$ cat config.mk
export PLATFORM = sky130hd
export DESIGN_NAME = pc_fetch_unit
export DESIGN_NICKNAME = d
export VERILOG_FILES = /design/src/rtl/pc_fetch_unit.sv
export SDC_FILE = /design/constraint.sdc
export NUM_CORES = 1
export LEC_CHECK = 0
export CAP_MARGIN = 5
export CORE_MARGIN = 2
export CORE_UTILIZATION = 43
export CTS_CLUSTER_SIZE = 28
export DETAILED_ROUTE_END_ITERATION = 12
export PLACE_DENSITY = 0.93
export SYNTH_ARGS = -nofsm -noshare
export SYNTH_HDL_FRONTEND = slang
export SYNTH_SLANG_ARGS = --single-unit
$ cat constraint.sdc
create_clock -name CLK -period 3.4 [get_ports CLK]
set_clock_uncertainty 0.2 [all_clocks]
set_input_delay 0.68 -clock CLK [delete_from_list [all_inputs] [get_ports CLK]]
set_output_delay 0.68 -clock CLK [all_outputs]
set_load 0.05 [all_outputs]
$ cat src/rtl/pc_fetch_unit.sv
// Program-counter fetch sequencer: requests one instruction word, offers it to
// decode, waits for the retiring PC update, then fetches from the new PC.
module pc_fetch_unit #(
    parameter logic [63:0] RESET_PC = 64'h0000_0000_0000_0000
) (
    input  logic        CLK,
    input  logic        Reset_L,
    input  logic [63:0] NextPC,
    input  logic        PCUpdate,
    output logic        IMemReq,
    output logic [63:0] IMemAddr,
    input  logic        IMemAck,
    input  logic [31:0] IMemData,
    output logic        InstrValid,
    input  logic        InstrReady,
    output logic [31:0] Instruction,
    output logic [63:0] CurrentPC,
    output logic [31:0] RetiredCount,
    output logic        MisalignFault
);

    typedef enum logic [2:0] {
        ST_IDLE  = 3'd0,
        ST_FETCH = 3'd1,
        ST_HOLD  = 3'd2,
        ST_EXEC  = 3'd3,
        ST_FAULT = 3'd4
    } state_t;

    state_t      state_q, state_d;
    logic [63:0] pc_q, pc_d;
    logic [31:0] instr_q, instr_d;
    logic [31:0] retired_count_q, retired_count_d;
    logic        fault_q, fault_d;

    always_ff @(posedge CLK or negedge Reset_L) begin
        if (!Reset_L) begin
            state_q         <= ST_IDLE;
            pc_q            <= RESET_PC;
            instr_q         <= 32'h0;
            retired_count_q <= 32'h0;
            fault_q         <= 1'b0;
        end else begin
            state_q         <= state_d;
            pc_q            <= pc_d;
            instr_q         <= instr_d;
            retired_count_q <= retired_count_d;
            fault_q         <= fault_d;
        end
    end

    always_comb begin
        state_d         = state_q;
        pc_d            = pc_q;
        instr_d         = instr_q;
        retired_count_d = retired_count_q;
        fault_d         = fault_q;
        case (state_q)
            ST_IDLE: state_d = ST_FETCH;
            ST_FETCH: begin
                if (IMemAck) begin
                    instr_d = IMemData;
                    state_d = ST_HOLD;
                end
            end
            ST_HOLD: begin
                if (InstrReady) state_d = ST_EXEC;
            end
            ST_EXEC: begin
                if (PCUpdate) begin
                    pc_d            = NextPC;
                    retired_count_d = retired_count_q + 32'd1;
                    // A misaligned target is still loaded so software can see it.
                    if (NextPC[1:0] != 2'b00) begin
                        fault_d = 1'b1;
                        state_d = ST_FAULT;
                    end else begin
                        state_d = ST_FETCH;
                    end
                end
            end
            ST_FAULT: state_d = ST_FAULT;
            default:  state_d = ST_IDLE;
        endcase
    end

    // Handshake outputs decode the state register only; no input feeds them.
    assign IMemReq       = (state_q == ST_FETCH);
    assign InstrValid    = (state_q == ST_HOLD);
    assign IMemAddr      = pc_q;
    assign CurrentPC     = pc_q;
    assign Instruction   = instr_q;
    assign RetiredCount  = retired_count_q;
    assign MisalignFault = fault_q;

endmodule

Yosys cells after proc, flatten, opt, wreduce, memory -nomap -nowiden. Index checks and enable logic that the tools add are counted.

Register bits after elaboration: 132. Output and inout port bits: 195. Bits of input ports: 101. Word-level logic and storage cells: 24.

Equality and inequality tests: 7. Add/subtract/negate cells: 1. Mux-type cells: 5. Reductions and logical operators: 6.

Operators by type and width (count): $add A32 B1 Y32 const B (1); $pmux W3 S5 (1); $mux W3 (4); $eq A3 B2 Y1 const B (2); $reduce_and A3 Y1 (2); $ne A2 B1 Y1 const B (2); $reduce_and A2 Y1 (2); $eq A3 B1 Y1 const B (1); $eq A3 B3 Y1 const B (1); $logic_not A3 Y1 (1); $ne A2 B2 Y1 const B (1); $reduce_bool A2 Y1 (1).

Longest topological paths before layout.
Depth in word-level cells: 4. Gate-level depth with buffers: 7. Gate-level depth less buffers: 5.

Worst setup path before layout. OpenSTA, ideal clock, no wires.

Kind: reg-to-output. From: register state_q[1]. To: output IMemReq. Data required time: 2.520 ns. Path buffers: 1. Data arrival time: 1.665 ns. Stages on the path, launching flop included: 3. Path slack: 0.855 ns. Cells stage by stage: dfrtp_1 -> buf_2 -> nor3b_1.

Word-level cells in the longest chain between the ends: 1.

Ends and longest elaborated chain: from (decl) (RTL line 30) `state_t state_q, state_d;`; from (signal assigned) (RTL line 44) `state_q <= state_d;`; $eq A3 B1 Y1 (RTL line 88) `assign IMemReq = (state_q == ST_FETCH);`; to (decl) (RTL line 10) `output logic IMemReq,`.

No other way between the ends.

Final worst setup path.
From: register state_q[1]. To: output InstrValid.

Word-level cells in the longest chain between the ends: 1.

Ends and longest elaborated chain: $eq A3 B2 Y1 (RTL line 89) `assign InstrValid = (state_q == ST_HOLD);`; to (decl) (RTL line 14) `output logic InstrValid,`.

No other way between the ends.

==> metrics.cfg <==
[power]
leakage_nw=4.002
vdd.ir_drop.worst_uv=946.5
powerDensity_nw_per_um2=1186

[floorplanning]
io_pins=296
rows=42
start_util_pct=43.64
dieHeight_um=119.2
die_area_um2=14220
die_w_um=119.2
core_area_um2=13090

[logic_synthesis]
syn_inst=553
ys_types=31
ys_ff_latch=132
yosysWarnings=0
syn_avg_cell_area_um2=10.33
ys_seq_area_share_pct=57.84
netlist_area_um2=5710
synth_nets=655

[layout]
fillCellCount=968
regArea_um2=3303
nNetsFinal=889
fin_util_pct=68.33
multi_input_area_um2=1815
final_layout_size_suffix_gt1_share_pct=9.250
diodes=0
area_growth_syn_to_layout_pct=56.57

[sta]
fin_tns_setup_ns=0
finalHoldViolCount=0
grt_setup_unrepaired=no
setup_viol=0
fin_crit_ns=2.905
worstMarginPinSlew_ns=0.7851
relSlewSlack_pct=47.27
drv_slew=0
layout_worst_path_cycle_share_pct=85.44
fmax_mhz=344.2

[route]
route.met2.wl_mm=8.047
wl_met3_mm=1.155
highest_layer=met4
first_iter_violations=232
vias_per_cell=4.731
dr.pass1.iters=4
wl_mm=15.30
ant_nets=0
wire_per_inst_um=15.67
m1WireLength_mm=5.704
vias=4617
drc=0

[worst_setup_path]
r2r_slack_ns=1.22
worst-path-buf-inv=1
path_cells=nor3b_1 > clkdlybuf4s50_1
crit_arrival_ns=2.02
worst-path-max-fanout=9
cp_slowest_stage_delay_ns=0.84
slowest_stage=clkdlybuf4s50_1
critPathLaunchType=flop
crit_family=buffers and inverters
worstSetupPathType=reg -> out
endpoint_kind=output port
required_ns=2.52

[clock_network]
tritoncts=built
cts_root_buffer=clkbuf_16
ctsResizeCount=0
cts_buffers=17
cts.sinks=132
clk_pin_slew_ns=0.06
clock_path_buffers=2
h-tree-depth=4
insertion_delay_ns=0.41
postCtsSetupRepairBufs=0
hold_buffers=0

[run_status]
status=finished clean

[placed_design]
routabilityCongestion=0.7885
hpwl_mm=11.23
numPortBuffers=295

[global_route]
antenna_found_initial=0
gr-total-overflow=0
grt_pass1_vias=4748
grt_pass1_wl_mm=24.43
grtUsageTotal_pct=22.27
grt_start_max_net_pins=69

[worst_hold_path]
hold_path.class=in -> async

[run]
cap_violations=0

==> state kept, by name, summed over array words and instances, names as in the netlist <==
signal	count
RetiredCount	32
Instruction	32
CurrentPC	64
MisalignFault	1
state_q	3
==> synthesized netlist by cell type <==
cell type,n,area (um2)
a211oi_1,1,7.510
and2_1,1,6.260
a21oi_1,1,5.000
nor4_4,1,21.27
nand2_1,205,769.5
nand4b_4,1,23.77
mux2_2,31,349.1
and3_1,5,31.28
nor2b_1,1,6.260
nor2_1,9,33.78
or2_2,1,6.260
inv_1,3,11.26
buf_1,2,7.510
nor4_2,1,12.51
dfrtp_1,132,3303
o22ai_1,1,6.260
clkbuf_1,8,30.03
xnor2_1,28,245.2
nor3_2,1,10.01
nor4_1,3,18.77
buf_4,66,495.5
buf_2,11,55.05
nor3b_1,2,15.01
nand3_1,16,80.08
a21o_1,1,7.510
mux2_1,1,11.26
nor3_1,1,5.000
ha_1,1,12.51
xor2_1,3,26.28
and4b_1,1,10.01
nand4_1,14,87.58
==> final timing paths <==
kind                               start               end  cells past startpoint
max                           state_q[1]        InstrValid                      2
min                              Reset_L     CurrentPC[59]                      1
max reg2reg                   state_q[1]  RetiredCount[23]                      4
min reg2reg                MisalignFault     MisalignFault                      1
max in group asynchronous        Reset_L     CurrentPC[14]                      2
min in group CLK           MisalignFault     MisalignFault                      1
==> cells in the final DEF (no fill, tap or decap), types with 2 or more instances in the layout <==
cell             Yosys  final
clkdlybuf4s50_1      0    294
nand2_1            205    205
dfrtp_1            132    132
mux2_2              31     31
xnor2_1             28     28
clkbuf_16            0     17
nand3_1             16     16
nand4_1             14     14
nor2_1               9      9
buf_4               66      6
and3_1               5      5
inv_1                3      3
nor4_1               3      3
xor2_1               3      3
clkbuf_1             8      3
inv_6                0      3
nor3b_1              2      2
clkbuf_8             0      2
clkinv_4             0      2
clkinv_2             0      2
clkinvlp_4           0      2
buf_12               0      2
==> per-stage QoR <==
| stage | hold slack (ns) | setup slack (ns) | instances | power (mW) | instance area, um2 |
|---|---|---|---|---|---|
| floorplan | 0.1844 | 0.8554 | 553 | 7.125 | 5710 |
| global placement | 0.2596 | 0.6549 | 944 | 8.815 | 8378 |
| detailed placement | 0.2682 | 0.5386 | 944 | 8.942 | 8378 |
| CTS | 0.05223 | 0.4563 | 976 | 10.69 | 8941 |
| global route | 0.07100 | 0.3869 | 976 | 11.04 | 8941 |
| finish | 0.04894 | 0.4951 | 976 | 10.60 | 8941 |
==> where the power goes <==
part | leakage (nW) | internal [mW] | switching, mW
logic | 2.07 | 2.02 | 4.22
registers | 1.66 | 2.16 | 0.493
clock network | 0.271 | 1.05 | 0.666
total | 4.00 | 5.23 | 5.38
==> cell families after synthesis <==
family	after synthesis	share of synthesized area, %
adder cells (fa/ha/maj)	1	0.2191
AND/OR/NAND/NOR	263	19.92
multiplexers	32	6.310
buffers and inverters	90	10.50
flip-flops	132	57.84
XOR/XNOR	31	4.755
AO/OA/AOI/OAI	4	0.4602
==> routing by layer <==
layer | vias up | track usage (%)
li1 | 2176 | -
met1 | 2199 | 24.03
met2 | 213 | 39.87
met3 | 29 | 6.992
met4 | 0 | 9.896
met5 | - | 0
==> final cells by class <==
cell class                      count  share of cell area (%)
Inverter                            3                  0.1259
Clock buffer                       22                   5.192
Timing Repair Buffer              302                   33.87
Sequential cell                   132                   36.94
Clock inverter                     10                   1.106
Tap cell                          176                   2.463
Multi-Input combinational cell    331                   20.31
No activity file was read; power rests on OpenSTA's default activity.
